===== config.mk =====
export PLATFORM = sky130hd
export DESIGN_NAME = pdm_filter_ctrl
export DESIGN_NICKNAME = d
export VERILOG_FILES = /design/src/rtl/pdm_filter_ctrl.sv
export SDC_FILE = /design/constraint.sdc
export NUM_CORES = 1
export LEC_CHECK = 0
export BUFFER_PORTS_ARGS = -buffer_cell sky130_fd_sc_hd__clkbuf_2
export CELL_PAD_IN_SITES_DETAIL_PLACEMENT = 0
export CELL_PAD_IN_SITES_GLOBAL_PLACEMENT = 1
export CORE_UTILIZATION = 30
export DETAILED_ROUTE_END_ITERATION = 6
export HOLD_SLACK_MARGIN = 0.1
export MAX_ROUTING_LAYER = met4
export PLACE_DENSITY = 0.71
export SETUP_SLACK_MARGIN = 0.2
export SYNTH_ARGS = -nofsm -noshare
export SYNTH_HDL_FRONTEND = slang
export SYNTH_SLANG_ARGS = --single-unit
export TNS_END_PERCENT = 1

===== constraint.sdc =====
create_clock -name clk_i -period 2.6 [get_ports clk_i]
set_input_delay 0.26 -clock clk_i [delete_from_list [all_inputs] [get_ports clk_i]]
set_output_delay 0.26 -clock clk_i [all_outputs]
set_load 0.01 [all_outputs]

===== src/rtl/pdm_filter_ctrl.sv =====
// PDM front-end sequencer: mic clock generation, bit sampling, filter enable and sample forwarding.
// Latency: filter strobe 1 cycle after the sample point; forwarded sample 1 cycle after filt_valid_i.
// Backpressure: none; all strobes are fire-and-forget. Macro PDM_FILTER_CTRL_SAMPLE_CNT_EN adds sample_cnt_o.
module pdm_filter_ctrl #(
  parameter int CLK_DIV         = 4,
  parameter int WARMUP_CYCLES   = 4000,
  parameter int DISCARD_SAMPLES = 2,
  parameter int DATA_BW         = 8
) (
  input  logic               clk_i,
  input  logic               rst_i,
  input  logic               en_i,
  input  logic               pdm_data_i,
  output logic               pdm_clk_o,
  output logic               filt_en_o,
  output logic               filt_data_o,
  output logic               filt_valid_o,
  input  logic [DATA_BW-1:0] filt_sample_i,
  input  logic               filt_valid_i,
  output logic [DATA_BW-1:0] data_o,
  output logic               valid_o,
`ifdef PDM_FILTER_CTRL_SAMPLE_CNT_EN
  output logic [15:0]        sample_cnt_o,
`endif
  output logic [1:0]         state_o
);

  localparam int DW        = (CLK_DIV > 1) ? $clog2(CLK_DIV) : 1;
  localparam int WW        = (WARMUP_CYCLES > 1) ? $clog2(WARMUP_CYCLES) : 1;
  localparam int SW        = (DISCARD_SAMPLES > 0) ? $clog2(DISCARD_SAMPLES + 1) : 1;
  localparam int DISC_LAST = (DISCARD_SAMPLES > 0) ? DISCARD_SAMPLES - 1 : 0;

  typedef enum logic [1:0] {
    S_IDLE   = 2'd0,
    S_WARMUP = 2'd1,
    S_SETTLE = 2'd2,
    S_RUN    = 2'd3
  } state_t;

  state_t             state_q, state_d;
  logic [DW-1:0]      div_q, div_d;
  logic [WW-1:0]      warm_q, warm_d;
  logic [SW-1:0]      disc_q, disc_d;
  logic               pclk_q, pclk_d;
  logic               fen_q, fen_d;
  logic               fdat_q, fdat_d;
  logic               fval_q, fval_d;
  logic [DATA_BW-1:0] data_q, data_d;
  logic               val_q, val_d;
  logic               div_wrap;

  assign div_wrap = (div_q == DW'(CLK_DIV - 1));

  // Next-state, counter and output logic; the divider phase doubles as the sample point.
  always_comb begin
    state_d = state_q;
    div_d   = div_q;
    warm_d  = warm_q;
    disc_d  = disc_q;
    fdat_d  = fdat_q;
    fval_d  = 1'b0;
    data_d  = data_q;
    val_d   = 1'b0;
    if (state_q == S_IDLE) begin
      div_d  = '0;
      warm_d = '0;
      disc_d = '0;
      if (en_i) state_d = S_WARMUP;
    end else if (!en_i) begin
      // Disable wins over everything, including a coincident filter strobe.
      state_d = S_IDLE;
      div_d   = '0;
      warm_d  = '0;
      disc_d  = '0;
    end else begin
      div_d = div_wrap ? '0 : div_q + 1'b1;
      if (state_q != S_WARMUP && div_wrap) begin
        fdat_d = pdm_data_i;
        fval_d = 1'b1;
      end
      case (state_q)
        S_WARMUP: begin
          if (div_wrap) begin
            if (warm_q == WW'(WARMUP_CYCLES - 1)) begin
              state_d = (DISCARD_SAMPLES > 0) ? S_SETTLE : S_RUN;
            end else begin
              warm_d = warm_q + 1'b1;
            end
          end
        end
        S_SETTLE: begin
          if (filt_valid_i) begin
            disc_d = disc_q + 1'b1;
            if (disc_q == SW'(DISC_LAST)) state_d = S_RUN;
          end
        end
        S_RUN: begin
          if (filt_valid_i) begin
            data_d = filt_sample_i;
            val_d  = 1'b1;
          end
        end
        default: state_d = S_IDLE;
      endcase
    end
    // Mic clock tracks the divider phase of the cycle it is presented in.
    pclk_d = (state_d != S_IDLE) && (div_d < DW'(CLK_DIV / 2));
    fen_d  = (state_d == S_SETTLE) || (state_d == S_RUN);
  end

  // State and output registers with synchronous reset.
  always_ff @(posedge clk_i) begin
    if (rst_i) begin
      state_q <= S_IDLE;
      div_q   <= '0;
      warm_q  <= '0;
      disc_q  <= '0;
      pclk_q  <= 1'b0;
      fen_q   <= 1'b0;
      fdat_q  <= 1'b0;
      fval_q  <= 1'b0;
      data_q  <= '0;
      val_q   <= 1'b0;
    end else begin
      state_q <= state_d;
      div_q   <= div_d;
      warm_q  <= warm_d;
      disc_q  <= disc_d;
      pclk_q  <= pclk_d;
      fen_q   <= fen_d;
      fdat_q  <= fdat_d;
      fval_q  <= fval_d;
      data_q  <= data_d;
      val_q   <= val_d;
    end
  end

`ifdef PDM_FILTER_CTRL_SAMPLE_CNT_EN
  logic [15:0] cnt_q;

  // Forwarded-sample counter; restarts from zero on every IDLE exit and wraps freely.
  always_ff @(posedge clk_i) begin
    if (rst_i || state_d == S_IDLE) begin
      cnt_q <= '0;
    end else if (val_d) begin
      cnt_q <= cnt_q + 16'd1;
    end
  end

  assign sample_cnt_o = cnt_q;
`endif

  assign pdm_clk_o    = pclk_q;
  assign filt_en_o    = fen_q;
  assign filt_data_o  = fdat_q;
  assign filt_valid_o = fval_q;
  assign data_o       = data_q;
  assign valid_o      = val_q;
  assign state_o      = state_q;

endmodule


# After elaboration in Yosys (flattened, before gate mapping)
# Cells that the tools add are included.
[op_classes]
muxes = 13
addsub = 3
reduce_logical = 11
n_lt_le_gt_ge = 1
n_eq_ne = 9
bitwise = 4
[ops]
columns = ["op", "count"]
rows = [
  ["2-bit 2-to-1 mux", 10],
  ["12-bit by 1-bit adder with 12-bit output (second input constant)", 1],
  ["12-bit == test (second input constant)", 1],
  ["2-bit == test (second input constant)", 5],
  ["2-bit one-hot mux with 3 select lines", 1],
  ["3-bit AND reduction", 2],
  ["2-bit by 1-bit adder with 2-bit output (second input constant)", 2],
  ["2-bit by 1-bit == test with 1-bit output (second input constant)", 2],
  ["1-bit NOT", 4],
  ["4-bit AND reduction", 1],
  ["4-bit OR reduction", 1],
  ["3-bit OR reduction", 1],
  ["1-bit logical AND", 2],
  ["2-bit logical NOT", 1],
  ["2-bit < comparator (second input constant)", 1],
  ["1-bit 2-to-1 mux", 2],
  ["2-bit by 1-bit inequality test with 1-bit output (second input constant)", 1],
  ["2-bit AND reduction", 1],
  ["2-bit nonzero test", 1],
  ["1-bit logical OR", 1],
]
[totals]
elab_cells = 51
ff_bits = 31
in_bits = 13
output_inout_bits = 15

# Logic depth before layout (Yosys ltp)
# Gate-level depths: netlist of the first run.
[logic_depth]
word_depth = 8
mapped_depth = 6
ltp_nobuf = 5

# Worst setup path after synthesis of the first run
# Ideal clock, no wire load.
[synth_path]
path_kind = "flip-flop to flip-flop"
start = "reg div_q[0]"
end = "reg warm_q[5]"
required_time_ps = 2530
path_stages_with_launch = 7
path_slack_ps = 1040
setup_time_ps = 70
arrival_ps = 1490
synth_period_minus_slack_ps = 1560
path_buffers = 1
cell_sequence = "dfxtp_1 -> ha_1 -> and3b_1 -> buf_6 -> o31ai_4 -> or4_1 -> a21oi_1"
[synth_between]
elab_chain_cells = 2
[synth_lines]
columns = ["element", "line", "source"]
rows = [
  ["from (decl)", "41", "logic [DW-1:0] div_q, div_d;"],
  ["from (signal assigned)", "126", "div_q <= div_d;"],
  ["2-bit == test", "52", "assign div_wrap = (div_q == DW'(CLK_DIV - 1));"],
  ["3-bit AND reduction (no source line)", "n/a", ""],
  ["to (signal assigned)", "127", "warm_q <= warm_d;"],
  ["to (decl)", "42", "logic [WW-1:0] warm_q, warm_d;"],
]
# No other way between the ends.
# A chain may end at the register's enable or synchronous reset.

# Worst setup path in the final report of the first run
# Same ends and word-level chain as after synthesis.

==> impl_metrics.ini, run 1 <==
[grt]
number_of_global_route_vias_before_repair = 979
maximum_number_of_pins_on_one_net_before_global_route_repair = 19
initial_antenna_violation_count = 0
grt_usage_pct = 12.4
grt_pass1_wl_um = 4050
remaining_global_route_overflow = 0

[logic_synthesis]
synth_area_sq_um = 1270
yosys_warnings = 0
yosysTopAreaCellShare_pct = 48.9
synthesis.instances = 144
synth.net_count = 160
synth_enable_flop_cells = 0
synth_async_sr_flop_share_pct = 0
ys_ff_latch = 31
avg_inst_size_synth_sq_um = 8.81
yosys_most_used_dff = sky130_fd_sc_hd__dfxtp_1
synth_area_leader_cell = sky130_fd_sc_hd__dfxtp_1
yosysSeqAreaShare_pct = 48.9
yosys.cell_types.count = 31
yosys-top-cells-area = sky130_fd_sc_hd__dfxtp_1, sky130_fd_sc_hd__a21oi_1, sky130_fd_sc_hd__nand2_1

[drt]
post_drt_wl_per_cell_um = 11.3
first_pass_iters = 6
finalWirelength_um = 2520
drtIter0Drc = 28
vias_per_cell = 4.81
route.detailed.drc = 0
vias = 1073
drtAntennaViolNets = 0

[clock_network]
clock_tree_from_tritoncts = yes
ctsLongestPathBuffers = 2
cts_made_buffers = 5
post_cts.resized_instances = 0
tritoncts_num_sinks = 31
ctsHoldBuffers = 0
post_cts.repair.setup_buffers = 0
cts_max_level = 2
worst_setup_hold_path_clk_slew_ns = 0.07
clock_latency_ns = 0.28
cts.root.buffer_cell = sky130_fd_sc_hd__clkbuf_8

[layout]
antennaDiodeCount = 0
layout.nets = 188
final_layout_size_suffix_gt1_share_pct = 20.8
final_core_utilization_pct = 37.5
finish.instance_area_sq_um = 1510
flow.area_growth_from_synthesis_pct = 18.9

[power]
peakVddDrop_uv = 139
share_comb_of_total_power_pct = 2.6
total_power_uw = 861
power.share.switching_pct = 21.6
switchingPower_uw = 186
total_leakage_power_nw = 0.561
power.density_cell_area_nw_per_um2 = 570
internal_power_uw = 675
sequentialPowerShare_pct = 55.6
clkPwrFrac_pct = 41.8

[timing]
finalCriticalPeriod_ns = 1.73
tns_ns = 0
timing_worst_slew_pin_value_ns = 0.684
relSlewSlack_pct = 54.4
timing.final.crit_share_pct = 66.5
grt_setup_unrepaired = no
maxSlewViolCount = 0
max_clock_skew_ns = 0.00761
setup-violations-final = 0
hold_violations = 0
fmaxAchievable_mhz = 578

[worst_setup_path]
cp-end-kind = register
cp-start-kind = register
worst_ep_required_time_ns = 2.81
crit_fanout = 10
worst-r2r-setup-slack_ns = 0.87
worst-endpoint-arrival_ns = 1.93
critPathKind = register to register

[floorplanning]
floorplan.core_area_sq_um = 4030
ios = 28
start_util_pct = 31.5
die_height_um = 67.0
placement_rows = 23
die_footprint_sq_um = 4490
floorplan.die.width_um = 67.0

[placed_design]
port-buffer-count = 27
detailed_place_hpwl_um = 1890
place.gp.congestion = 0.690
detailed_place.area_sq_um = 1430

[hold_path]
holdCritPathClass = input pin to register

[run_status]
outcome = finished clean

[run]
timing.max_cap.violations = 0
## flip-flops by register name, indices dropped and copies added (netlist names)
| name | flops |
|---|---|
| disc_q | 2 |
| filt_data_o | 1 |
| pdm_clk_o | 1 |
| data_o | 8 |
| div_q | 2 |
| state_o | 2 |
| filt_en_o | 1 |
| warm_q | 12 |
| filt_valid_o | 1 |
| valid_o | 1 |
## placed cells by master (no fill, tap or decap), drive strengths merged
master	n
clkbuf	34
dfxtp	31
nand2	21
a21oi	19
nor2	12
inv	5
nand4	5
nand3	5
o21ai	5
or3	5
o31ai	4
and3	3
or4	3
ha	3
nand2b	2
mux2i	2
xor2	2
xnor2	2
or2	1
nand4b	1
nor4	1
and4	1
or3b	1
and3b	1
a31o	1
nor3	1
a211oi	1
clkinv	1
## stage by stage
step	hold WS, ns	std cells	setup WS, ns
2_1_floorplan	0.396	144	1.04
3_5_place_dp	0.420	215	0.871
5_1_grt	0.195	223	0.749
3_3_place_gp	0.411	215	0.924
4_1_cts	0.188	223	0.875
6_report	0.193	223	0.871
## power by group through the flow
stage | sequential [mW] | clock, mW | combinational [mW]
2_1_floorplan | 0.490 | 0 | 0.00857
3_3_place_gp | 0.489 | 0 | 0.0220
3_5_place_dp | 0.489 | 0 | 0.0226
4_1_cts | 0.478 | 0.369 | 0.0226
5_1_grt | 0.478 | 0.387 | 0.0246
6_report | 0.478 | 0.360 | 0.0223
## routing by layer
layer / part of all wire, % / global-route usage, % / vias up
li1: - / - / 563
met1: 49 / 15.6 / 490
met2: 46 / 17.9 / 14
met3: 2.7 / 2.57 / 6
met4: 2.1 / 7.98 / 0
met5: 0 / - / -
## cell usage after synthesis (2+ instances only)
cell type,instances
sky130_fd_sc_hd__buf_6,2
sky130_fd_sc_hd__o21ai_0,5
sky130_fd_sc_hd__nand2b_1,2
sky130_fd_sc_hd__o31ai_1,3
sky130_fd_sc_hd__ha_1,3
sky130_fd_sc_hd__inv_1,5
sky130_fd_sc_hd__nand4_1,5
sky130_fd_sc_hd__a21oi_1,19
sky130_fd_sc_hd__dfxtp_1,31
sky130_fd_sc_hd__and3_1,3
sky130_fd_sc_hd__nand3_1,5
sky130_fd_sc_hd__xnor2_1,2
sky130_fd_sc_hd__or4_1,3
sky130_fd_sc_hd__nand2_1,21
sky130_fd_sc_hd__xor2_1,2
sky130_fd_sc_hd__or3_1,5
sky130_fd_sc_hd__mux2i_1,2
sky130_fd_sc_hd__clkbuf_1,2
sky130_fd_sc_hd__nor2_1,12
## critical path, stage by stage, from the launching register on
cell and delay [ns]:
sky130_fd_sc_hd__dfxtp_1 0.33, sky130_fd_sc_hd__ha_1 0.22, sky130_fd_sc_hd__and3b_1 0.30, sky130_fd_sc_hd__o31ai_4 0.16, sky130_fd_sc_hd__or4_1 0.48, sky130_fd_sc_hd__a21oi_1 0.14
## worst paths after layout
check	startpoint	to	cells after the start
worst max-delay path	div_q[0]$_SDFF_PP0_	warm_q[5]$_SDFFE_PP0P_	5
worst min-delay path	filt_sample_i[6]	data_o[6]$_SDFFE_PP0P_	3
worst max register to register	div_q[0]$_SDFF_PP0_	warm_q[5]$_SDFFE_PP0P_	5
worst min register to register	div_q[0]$_SDFF_PP0_	div_q[0]$_SDFF_PP0_	1
## logic make-up (layout without fill, tap and decap cells)
family | after synthesis | in the layout | synth area share (%)
AO/OA/AOI/OAI | 30 | 30 | 14.2
AND/OR/NAND/NOR | 63 | 63 | 25.0
multiplexers | 2 | 2 | 1.58
buffers and inverters | 11 | 40 | 4.54
XOR/XNOR | 4 | 4 | 2.76
adder cells (fa/ha/maj) | 3 | 3 | 2.96
flip-flops | 31 | 31 | 48.9
## cell type report
| type | instances | area (sq um) |
|---|---|---|
| tap | 50 | 62.6 |
| clock buffer | 7 | 76.3 |
| inverter | 5 | 18.8 |
| fill | 428 | 2520 |
| clock inverter | 1 | 5.00 |
| timing repair buffer | 27 | 135 |
| multi-input combinational | 102 | 591 |
| sequential | 31 | 621 |
No activity file was read; power rests on OpenSTA's default activity.
==> run 2, diff against run 1 <==
--- a/config.mk
+++ b/config.mk
@@ -12,7 +12,7 @@
 export DETAILED_ROUTE_END_ITERATION = 6
 export HOLD_SLACK_MARGIN = 0.1
 export MAX_ROUTING_LAYER = met4
-export PLACE_DENSITY = 0.71
+export PLACE_DENSITY = 0.73
 export SETUP_SLACK_MARGIN = 0.2
 export SYNTH_ARGS = -nofsm -noshare
 export SYNTH_HDL_FRONTEND = slang
==> constraint.sdc (replaced) <==
create_clock -name clk_i -period 1.58 [get_ports clk_i]
set_input_delay 0.158 -clock clk_i [delete_from_list [all_inputs] [get_ports clk_i]]
set_output_delay 0.158 -clock clk_i [all_outputs]
set_load 0.01 [all_outputs]
==> run 2 against run 1 <==
- utilization grew 5.6 points
- critical endpoint is now warm_q[0]$_SDFFE_PP0P_
- sequential share of layout area shrank 5.0 points
- setup slack lost 0.84 ns
- first-iteration DRC count grew to 2.5 times the previous value
- routed wire length grew 16%
- highest routed layer unchanged
==> impl_metrics.ini, run 2 (synthesis gave the netlist of run 1 again) <==
[run_status]
outcome = finished clean

[layout]
seq_area_sq_um = 627
commonest_non_fill_non_tap_cell_in_the_layout = sky130_fd_sc_hd__clkbuf_2
final_core_utilization_pct = 43.1
finish.instance_area_sq_um = 1740
antennaDiodeCount = 0
layout.filler_cells = 422
finalNonFillerCells = 246
layout.nets = 211
final_layout_size_suffix_gt1_share_pct = 32.7
number_of_flip_flops_under_the_largest_register_name = 12
final_cell_mix = sky130_fd_sc_hd__clkbuf_2, sky130_fd_sc_hd__dfxtp_1, sky130_fd_sc_hd__nand2_1, sky130_fd_sc_hd__a21oi_1, sky130_fd_sc_hd__buf_4
multi_input_area_sq_um = 626
top_register = warm_q
flow.area_growth_from_synthesis_pct = 36.8

[clock_network]
tritoncts_num_sinks = 31
worst_setup_hold_path_clk_slew_ns = 0.07
cts_max_level = 2
cts.root.buffer_cell = sky130_fd_sc_hd__clkbuf_8
ctsLongestPathBuffers = 2
cts_made_buffers = 5
clock_tree_from_tritoncts = yes
clock_latency_ns = 0.28

[power]
power.density_cell_area_nw_per_um2 = 821
total_leakage_power_nw = 0.669
peakVddDrop_uv = 284

[timing]
timing.final.crit_share_pct = 97.9
setup_slack_ns = 0.0330
setup-violations-final = 0
max_clock_skew_ns = 0.00658
grt_setup_unrepaired = yes
relSlewSlack_pct = 76.0
fmaxAchievable_mhz = 646
hold_violations = 0
finalCriticalPeriod_ns = 1.55
timing_worst_slew_pin_value_ns = 0.360
maxSlewViolCount = 0

[placed_design]
detailed_place_hpwl_um = 2040
place.gp.congestion = 0.767
placement_stage_worst_setup_slack_ns = -0.0834
place_inst = 230
port-buffer-count = 27
detailed_place.area_sq_um = 1540

[worst_setup_path]
cp-end-kind = register
cp-start-kind = register
worst-endpoint-arrival_ns = 1.71
critPathKind = register to register
crit_fanout = 7
worst_ep_required_time_ns = 1.74

[grt]
maximum_number_of_pins_on_one_net_before_global_route_repair = 19
grt_usage_pct = 15.1
grt_pass1_wl_um = 4880
initial_antenna_violation_count = 0
number_of_global_route_vias_before_repair = 1099
remaining_global_route_overflow = 0

[floorplanning]
placement_rows = 23
die_height_um = 67.0
start_util_pct = 31.5
floorplan.die.width_um = 67.0
floorplan.core_area_sq_um = 4030
die_footprint_sq_um = 4490
ios = 28

[drt]
drtAntennaViolNets = 0
first_pass_iters = 4
route.detailed.drc = 0
vias_per_cell = 4.76
finalWirelength_um = 2920
vias = 1172
post_drt_wl_per_cell_um = 11.9
drtIter0Drc = 70

[run]
timing.max_cap.violations = 0

[hold_path]
holdCritPathClass = input pin to register
[run 2: changes by cell type in the layout (fill, tap and decap cells not counted)]
cell | previous run | this run
sky130_fd_sc_hd__or3b_1 | 1 | 0
sky130_fd_sc_hd__or3b_4 | 0 | 1
sky130_fd_sc_hd__dfxtp_1 | 31 | 26
sky130_fd_sc_hd__nor4_2 | 0 | 1
sky130_fd_sc_hd__ha_1 | 3 | 1
sky130_fd_sc_hd__and3b_2 | 0 | 1
sky130_fd_sc_hd__nor4_1 | 1 | 0
sky130_fd_sc_hd__dlygate4sd3_1 | 0 | 5
sky130_fd_sc_hd__buf_4 | 0 | 18
sky130_fd_sc_hd__ha_4 | 0 | 2
sky130_fd_sc_hd__dfxtp_2 | 0 | 5
sky130_fd_sc_hd__and3b_1 | 1 | 0
[run 2: power by group]
| part | internal, mW | switching (mW) | total [mW] |
|---|---|---|---|
| clock | 0.308 | 0.279 | 0.587 |
| sequential | 0.785 | 0.00175 | 0.787 |
| combinational | 0.0280 | 0.0224 | 0.0504 |
[run 2: path summary, 6_finish.rpt]
check	startpoint	endpoint	slack (ns)	cells past startpoint
worst max-delay path	warm_q[5]$_SDFFE_PP0P_	warm_q[0]$_SDFFE_PP0P_	0.03	5
worst min-delay path	filt_sample_i[1]	data_o[1]$_SDFFE_PP0P_	0.11	3
worst max register to register	warm_q[5]$_SDFFE_PP0P_	warm_q[0]$_SDFFE_PP0P_	0.03	5
worst min register to register	div_q[0]$_SDFF_PP0_	div_q[0]$_SDFF_PP0_	0.44	1
[run 2: per-layer routing]
layer	track usage [%]	up-vias	part of all wire, %
li1	-	609	-
met1	18.2	547	47
met2	23.9	12	49
met3	4.62	4	2.7
met4	4.79	0	1.2
met5	-	-	0
[run 2: critical path, cell delays in order, from the launching register on]
cell	delay (ns)
sky130_fd_sc_hd__dfxtp_1	0.32
sky130_fd_sc_hd__or3b_4	0.41
sky130_fd_sc_hd__o31ai_4	0.33
sky130_fd_sc_hd__buf_4	0.18
sky130_fd_sc_hd__xor2_1	0.14
sky130_fd_sc_hd__nor2_1	0.06
[run 2: final cells by class]
type	count	share of cell area, %
clock buffer	7	4.40
clock inverter	1	0.288
inverter	5	1.08
multi-input combinational	102	36.0
sequential	31	36.1
tap	50	3.60
timing repair buffer	50	18.5
[run 2: stage by stage]
stage	TNS, ns	hold WS, ns	power [mW]
floorplan	0	0.294	0.820
global placement	-0.0332	0.383	0.844
detailed placement	-0.290	0.389	0.844
CTS	0	0.101	1.45
global route	-0.313	0.107	1.51
finish	0	0.109	1.42
[run 2: what timing repair did]
item                                    CTS  global route
hold buffers                              4             1
endpoints found under the hold margin     4             1
gates resized for setup                  10             1
gates cloned                              0             0
endpoints found under the setup margin   14            14
buffers inserted                          3             0
pin swaps                                 5             4
